File: config.mk
export PLATFORM = sky130hd
export DESIGN_NAME = serial_subtractor_16bit
export DESIGN_NICKNAME = d
export VERILOG_FILES = /design/src/rtl/serial_subtractor_16bit.sv
export SDC_FILE = /design/constraint.sdc
export NUM_CORES = 1
export LEC_CHECK = 0
export ABC_AREA = 0
export CAP_MARGIN = 30
export CORE_MARGIN = 5
export CORE_UTILIZATION = 30
export CTS_CLUSTER_DIAMETER = 150
export DETAILED_ROUTE_END_ITERATION = 10
export PLACE_DENSITY = 0.47
export SETUP_SLACK_MARGIN = 0.15
export SYNTH_ARGS = -nofsm -noshare
export SYNTH_HDL_FRONTEND = slang
export SYNTH_SLANG_ARGS = --single-unit
File: constraint.sdc
create_clock -name clk -period 4 [get_ports clk]
set_clock_uncertainty 0.15 [all_clocks]
set_input_delay 1 -clock clk [delete_from_list [all_inputs] [get_ports clk]]
set_output_delay 1 -clock clk [all_outputs]
set_load 0.01 [all_outputs]
File: src/rtl/serial_subtractor_16bit.sv
// serial_subtractor_16bit
//
// Bit-serial two's-complement subtractor. It computes a - b one bit per clock,
// LSB first, with a single full-adder slice evaluating a + ~b + 1. The carry
// flop is seeded with 1 when an operation is accepted. A start/done handshake
// lets a controller issue operations back-to-back: a start presented in the
// DONE cycle is accepted immediately.
//
// Ports:
//   clk      - sole clock, rising edge
//   rst      - synchronous active-high reset
//   start    - request a subtraction (sampled only when busy = 0)
//   a, b     - minuend / subtrahend, captured on the accepted start edge
//   busy     - high while the bit-serial calculation runs
//   done     - one-cycle pulse; the result is valid from this cycle onward
//   diff     - a - b modulo 2^WIDTH, held until the next completed operation
//              or reset
//   borrow   - unsigned borrow (a < b)
//   overflow - signed overflow of the subtraction

module serial_subtractor_16bit #(
  parameter int WIDTH = 16
) (
  input  logic             clk,
  input  logic             rst,
  input  logic             start,
  input  logic [WIDTH-1:0] a,
  input  logic [WIDTH-1:0] b,
  output logic             busy,
  output logic             done,
  output logic [WIDTH-1:0] diff,
  output logic             borrow,
  output logic             overflow
);

  localparam int CW = (WIDTH > 1) ? $clog2(WIDTH) : 1;

  typedef enum logic [1:0] {
    IDLE = 2'b00,
    CALC = 2'b01,
    DONE = 2'b10
  } state_t;

  state_t state, state_next;

  logic [WIDTH-1:0] ra, rb, acc;
  logic [CW-1:0]    cnt;
  logic             carry;

  logic accept, last_bit, nb, sum_bit, carry_next;

  // Full-adder slice and control decode. An operation can be accepted from
  // IDLE or from DONE, which is what makes back-to-back issue possible.
  always_comb begin
    accept     = 1'b0;
    nb         = ~rb[0];
    sum_bit    = ra[0] ^ nb ^ carry;
    carry_next = (ra[0] & nb) | (ra[0] & carry) | (nb & carry);
    last_bit   = (cnt == CW'(WIDTH - 1));
    if ((state == IDLE || state == DONE) && start) begin
      accept = 1'b1;
    end
  end

  // Next-state logic.
  always_comb begin
    state_next = state;
    case (state)
      IDLE:    if (accept) state_next = CALC;
      CALC:    if (last_bit) state_next = DONE;
      DONE:    state_next = accept ? CALC : IDLE;
      default: state_next = IDLE;
    endcase
  end

  // The state register. busy and done are registered from the next state,
  // so they come straight off flops with no path from the inputs.
  always_ff @(posedge clk) begin
    if (rst) begin
      state <= IDLE;
      busy  <= 1'b0;
      done  <= 1'b0;
    end else begin
      state <= state_next;
      busy  <= (state_next == CALC);
      done  <= (state_next == DONE);
    end
  end

  // Datapath. acc collects the partial result privately. diff is loaded only
  // on the final bit, so partial values never show on the output. On that
  // final bit ra[0] and rb[0] hold the original operand MSBs, because the
  // operands have been shifted WIDTH-1 times. The overflow term can therefore
  // use them directly.
  always_ff @(posedge clk) begin
    if (rst) begin
      ra       <= '0;
      rb       <= '0;
      acc      <= '0;
      cnt      <= '0;
      carry    <= 1'b0;
      diff     <= '0;
      borrow   <= 1'b0;
      overflow <= 1'b0;
    end else if (accept) begin
      ra    <= a;
      rb    <= b;
      carry <= 1'b1;
      cnt   <= '0;
    end else if (state == CALC) begin
      acc   <= {sum_bit, acc[WIDTH-1:1]};
      ra    <= ra >> 1;
      rb    <= rb >> 1;
      carry <= carry_next;
      cnt   <= cnt + 1'b1;
      if (last_bit) begin
        diff     <= {sum_bit, acc[WIDTH-1:1]};
        borrow   <= ~carry_next;
        overflow <= (ra[0] != rb[0]) && (sum_bit != ra[0]);
      end
    end
  end

  // Simulation-only: an accepted start must have fully known operands.
  a_known_inputs : assert property (
    @(posedge clk) disable iff (rst)
      (state != CALC) |-> (!$isunknown(start) && (!start || !$isunknown({a, b})))
  ) else $error("serial_subtractor_16bit: X/Z on start/a/b at accepted edge");

endmodule
==> results of run 1 <==
==> synth_stat cells <==
| cell | count | area (sq um) |
|---|---|---|
| a22oi_1 | 2 | 15.0 |
| fa_1 | 1 | 20.0 |
| nor2b_1 | 4 | 25.0 |
| nor3_1 | 6 | 30.0 |
| a31oi_1 | 2 | 12.5 |
| mux2_4 | 1 | 15.0 |
| and3_4 | 1 | 11.3 |
| clkbuf_1 | 8 | 30.0 |
| nor2_1 | 31 | 116 |
| buf_6 | 3 | 33.8 |
| xnor2_1 | 1 | 8.76 |
| a211oi_1 | 2 | 15.0 |
| nor3b_1 | 1 | 7.51 |
| mux2i_1 | 18 | 180 |
| and3_1 | 1 | 6.26 |
| and2b_1 | 1 | 7.51 |
| nand3b_1 | 1 | 7.51 |
| nand2_1 | 86 | 323 |
| a311oi_1 | 24 | 210 |
| dfxtp_1 | 74 | 1480 |
| buf_2 | 14 | 70.1 |
| a21oi_1 | 18 | 90.1 |
| xor2_1 | 2 | 17.5 |
| nand2b_1 | 35 | 219 |
| nand3_1 | 4 | 20.0 |
| mux2_2 | 1 | 11.3 |
| and3b_1 | 1 | 8.76 |
| ha_1 | 2 | 25.0 |
| a311oi_2 | 4 | 60.1 |
| buf_4 | 6 | 45.0 |
| inv_1 | 3 | 11.3 |
==> routing by layer <==
metal / vias to the layer above / routed length (microns)
li1: 1276 / -
met1: 1137 / 3420
met2: 50 / 2940
met3: 10 / 291
met4: 0 / 121
met5: - / 0
==> worst min-delay path by stage <==
stage,end,cells past startpoint
finish,acc[1],2
CTS,acc[1],2
global placement,acc[1],2
global route,acc[9],2
floorplan,acc[1],2
detailed placement,acc[1],2
==> kinds of logic after synthesis <==
kind of cell,after synthesis,share of synthesized area (%)
flops,74,47.3
simple gates,172,25.0
compound gates,52,12.9
mux,20,6.59
fa+ha+maj,3,1.44
buf+inv,34,6.07
xor+xnor,3,0.838
==> through the flow <==
stage | cell area (sq um) | worst slack [ns]
2_1_floorplan | 3130 | 2.04
3_3_place_gp | 3680 | 1.15
3_5_place_dp | 3700 | 1.19
4_1_cts | 3940 | 1.56
5_1_grt | 3940 | 1.47
6_report | 3940 | 1.49
==> flip-flops by register name, indices dropped and copies added, names as in the netlist <==
name	count
acc	15
rb	16
overflow	1
cnt	4
ra	16
state	2
borrow	1
done	1
busy	1
diff	16
carry	1
==> layout make-up <==
class	instances	area, sq um
Fill cell	1084	6340
Sequential cell	74	1480
Multi-Input combinational cell	250	1470
Timing Repair Buffer	57	571
Tap cell	136	170
Clock buffer	12	165
Clock inverter	4	72.6
Inverter	3	11.3
==> worst max-delay path, cell delays in order <==
cell	delay, ns
clkdlybuf4s50_1	0.48
nor2b_1	0.72
nor3b_1	0.10
mux2_2	0.29
==> power by group <==
group	total (mW)	switching (mW)	internal [mW]
logic	0.169	0.0924	0.0770
registers	0.790	0.0193	0.770
clock network	0.667	0.266	0.401
total	1.63	0.378	1.25
==> metrics.md, run 1 <==
| Metric | Value |
|---|---|
| Total track usage | 11.0% |
| Leak | between 1 and 1.5 nW |
| Met1 Track Usage GR | 14.8% |
| Hold Path Class | reg -> reg |
| # setup viols final | 0 |
| CTS tree | done |
| F_max | around 400 MHz |
| Gr ovfl total | 0 |
| Arr. time, crit path | around 2.6 ns |
| Max Cap Viol | 0 |
| Root buf cell | clkbuf_8 |
| Clock buffer count from CTS | 9 |
| Max-Slew Margin vs Limit | between 30 and 40% |
| Full die area | approximately 13000 sq um |
| DR iter-0 viols | 100 |
| Hold buffer count at CTS | 0 |
| Worst Setup EP | cnt[3] |
| Synth warn | 0 |
| Row count | 37 |
| Maximum VDD drop | roughly 0.19 mV |
| Clock transition at path regs | 0.07 ns |
| Top Usage Layer GRT | met2 |
| Area Overhead vs Synth | 25.7% |
| IO buf count | 54 |
| CP startpoint | start |
| Crit path kind | in -> reg |
| Vias in the first global route | 2374 |
| Placer Congestion | between 0.6 and 0.7 |
| Post-route antenna net violation count | 0 |
| Placed Cells | 520 |
| Crit path launch type | input port |
| Initial core utilization | around 30% |
| Die width | between 100 and 150 microns |
| Total power | around 1.6 mW |
| Worst-Margin Slew | approximately 0.96 ns |
| Sinks on Clock Net | 74 |
| Antenna fix cells | 0 |
| Reg-to-reg endpoint | rb[6] |
| Worst R2R Setup Slack | roughly 2 ns |
| Total negative slack | 0 ns |
| Sequential share of the synthesized area | roughly 47% |
| Met3 global-route usage | ~2.7% |
| Worst-Skew Late Latency | between 0.3 and 0.4 ns |
| Worst R2R Start | state[0] |
| Longest Clk Path Bufs | 2 |
| Most common cell after layout, fill and taps aside | nand2_1 |
| Avg Inst Size Synth | approximately 8.8 sq um |
| Critical Path RT | approximately 4 ns |
| Met2 global-route usage | roughly 17% |
| Core box area | just over 10000 sq um |
| Nets | ~430 |
| Synth Register Bits | 74 |
| Wire per inst | 12.6 microns |
| Initial antenna violation count | 0 |
| # IOs | 55 |
| Final critical-path share of the clock period | a little over three fifths |
| Vias/cell | 4.61 |
| Most frequent cells in the layout | nand2_1, dfxtp_1, clkdlybuf4s50_1 |
| Hold WS | about 0.31 ns |
| Die Y | approximately 110 microns |
| Unique masters post-synth | 31 |
| # resized after CTS | 0 |
| Via count | 2473 |
| Largest net degree at the start of global routing | 52 |
| RSZ-0062 raised after global routing | no |
| First-pass GRT wire length | between 10 and 15 mm |
| Fin. max-slew vios | 0 |
| WL final | 6.78 mm |
| Setup crit end kind | flop |
| Outcome | finished, final reports clean |
| CTS H-Tree Depth | 3 |
| Hpwl dp | 4.22 mm |
| Final hold vios | 0 |
| Power per cell area | between 400 and 500 nW/um^2 |
| FF-to-FF path depth | 3 |
| Cells after Synth | between 300 and 400 |
| Fraction of layout cells with a size suffix above 1 | about 7.5% |
| Initial DRT Pass Iterations | 4 |
| Post-Syn Nets | a little under 400 |
| Tmin final | 2.51 ns |
| Detailed-route DRC error count | 0 |
| Post-CTS setup buffers | 0 |
| Crit path max fanout | 10 |
| Post-Layout Cell Count | ~540 |
| HP Start | acc[1] |
| Final core occ | 38.3% |
| Synthesized cell area | ~3100 sq um |
No activity file was read; power rests on OpenSTA's default activity.
==> run 2: changes to the inputs <==
PLACE_DENSITY = 0.49   (was 0.47)
clock period = 2.3 ns   (was 4 ns; I/O delays follow)
==> metrics.md, run 2 (same netlist as run 1, synthesis figures left out) <==
| Metric | Value |
|---|---|
| Vias in the first global route | 2515 (+5.9%) |
| Clock buffer count from CTS | 9 (unchanged) |
| Worst-Margin Slew | 0.670 ns (-0.294 ns) |
| Total negative slack | 0 ns (unchanged) |
| # IOs | 55 (unchanged) |
| Via count | 2504 (+1.3%) |
| F_max | ~500 MHz |
| CP max-delay cell | clkdlybuf4s50_1 |
| Post-route antenna net violation count | 0 (unchanged) |
| Nets | 442 (+2.1%) |
| Longest Clk Path Bufs | 2 (unchanged) |
| Row count | 37 (unchanged) |
| Die Y | 112 microns (unchanged) |
| Critical path cell sequence | clkdlybuf4s50_1 |
| Arr. time, crit path | 1.27 ns (-1.32 ns) |
| Die width | 112 microns (unchanged) |
| CP max stage delay | 0.55 ns (-0.17 ns) |
| Hold buffer count at CTS | 0 (unchanged) |
| Area of the multi-input gates | 1470 sq um (unchanged) |
| Power per cell area | 674 nW/um^2 (+63%) |
| Largest net degree at the start of global routing | 34 (-35%) |
| FF-to-FF path depth | 5 (+2) |
| Leak | 1.34 nW (+2.1%) |
| Sinks on Clock Net | 74 (unchanged) |
| CP startpoint | diff[15] |
| Post-Layout Cell Count | 545 (+1.7%) |
| Area Overhead vs Synth | 26.9% |
| Final core occ | 38.7% (+0.35 points) |
| Maximum VDD drop | 0.338 mV (+79%) |
| Vias/cell | 4.59 (-0.42%) |
| Total track usage | 11.0% (+0.026 points) |
| Worst Setup EP | diff[15] |
| CTS H-Tree Depth | 3 (unchanged) |
| Reg-to-reg endpoint | overflow |
| Most frequent cells in the layout | nand2_1, dfxtp_1, clkdlybuf4s50_1 |
| Post-CTS setup buffers | 0 (unchanged) |
| Buf+Inv Stages, Crit Path | 1 (unchanged) |
| Fillers | 1084 (unchanged) |
| Worst R2R Start | ra[0] |
| First-pass GRT wire length | 11.5 mm (+1.2%) |
| DR iter-0 viols | 89 (-11%) |
| Total power | 2.68 mW (+65%) |
| Hpwl dp | 4.41 mm (+4.4%) |
| Outcome | finished, final reports clean |
| Final critical-path share of the clock period | approximately 87% |
| Placed Cells | 529 (+1.7%) |
| Worst R2R Setup Slack | 0.47 ns (-1.55 ns) |
| Crit path kind | reg -> out |
| Setup crit end kind | output pin |
| Clock transition at path regs | 0.08 ns (about the same) |
| Initial DRT Pass Iterations | 4 (unchanged) |
| # resized after CTS | 0 (unchanged) |
| Most common cell after layout, fill and taps aside | nand2_1 |
| Worst Setup Slack, final | 0.307 ns (-1.19 ns) |
| Wire per inst | 12.4 microns (-2.0%) |
| Fraction of layout cells with a size suffix above 1 | 9.54% (+2.0 points) |
| Detailed-route DRC error count | 0 (unchanged) |
| Initial antenna violation count | 0 (unchanged) |
| Gr ovfl total | 0 (unchanged) |
| Sequential Area | 1480 sq um (unchanged) |
| Full die area | 12600 sq um (unchanged) |
| CTS tree | done |
| Final hold vios | 0 (unchanged) |
| IO buf count | 54 (unchanged) |
| Critical Path RT | 1.57 ns (-2.51 ns) |
| Fin. max-slew vios | 0 (unchanged) |
| Crit path launch type | flop |
| Hold Path Class | reg -> reg |
| Tmin final | approximately 2 ns |
| Root buf cell | clkbuf_8 |
| Placer Congestion | 0.734 (+5.2%) |
| Worst Setup Slack post-DPL | 0.249 ns (-0.944 ns) |
| WL final | 6.75 mm (-0.38%) |
| Worst-Skew Late Latency | 0.34 ns (about the same) |
| Core box area | 10300 sq um (unchanged) |
| Largest regs | diff (16), ra (16), rb (16) |
| Max Cap Viol | 0 (unchanged) |
| Antenna fix cells | 0 (unchanged) |
| # setup viols final | 0 (unchanged) |
| Worst path depth | 1 (-3) |
| RSZ-0062 raised after global routing | no |
| Initial core utilization | 30.5% (unchanged) |
| Crit path max-delay family | buffers and inverters |
| Max-Slew Margin vs Limit | 55.3% (+20 points) |
| Crit path max fanout | 2 (-8) |
==> run 2: cell types whose count changed in the layout (fill, tap and decap cells not counted), sizes merged <==
cell	delta
bufinv	-1
clkbuf	-3
clkinv	+4
buf	+9
==> run 2: where the power goes <==
group / internal (mW) / total, mW / switching [mW]
Combinational: 0.149 / 0.310 / 0.161
Sequential: 1.34 / 1.37 / 0.0342
Clock: 0.499 / 0.995 / 0.496
==> run 2: area by class of cell <==
type,instances,share of cell area [%]
Sequential cell,74,37.3
Timing Repair Buffer,66,16.4
Clock inverter,7,1.76
Tap cell,136,4.28
Inverter,3,0.283
Multi-Input combinational cell,250,36.9
Clock buffer,9,3.12
==> run 2: worst min path at each step <==
| stage | start | end | slack [ns] | cells past startpoint |
|---|---|---|---|---|
| 3_3_place_gp | acc[1] | acc[1] | 0.30 | 2 |
| 5_1_grt | acc[12] | acc[11] | 0.34 | 2 |
| 6_report | acc[1] | acc[1] | 0.31 | 2 |
| 3_5_place_dp | acc[1] | acc[1] | 0.30 | 2 |
| 4_1_cts | acc[1] | acc[1] | 0.31 | 2 |
| 2_1_floorplan | acc[1] | acc[1] | 0.29 | 2 |
==> run 2: per-stage QoR <==
stage	hold slack, ns	cell area (sq um)
3_3_place_gp	0.297	3780
6_report	0.307	3980
5_1_grt	0.338	3980
3_5_place_dp	0.300	3780
2_1_floorplan	0.287	3130
4_1_cts	0.311	3980
==> run 2: metal layers <==
layer	track usage [%]	wire, microns	vias to the layer above
li1	-	-	1297
met1	14.1	3250	1145
met3	3.02	340	11
met4	4.89	138	0
met5	0	0	-
met2	17.2	3020	51
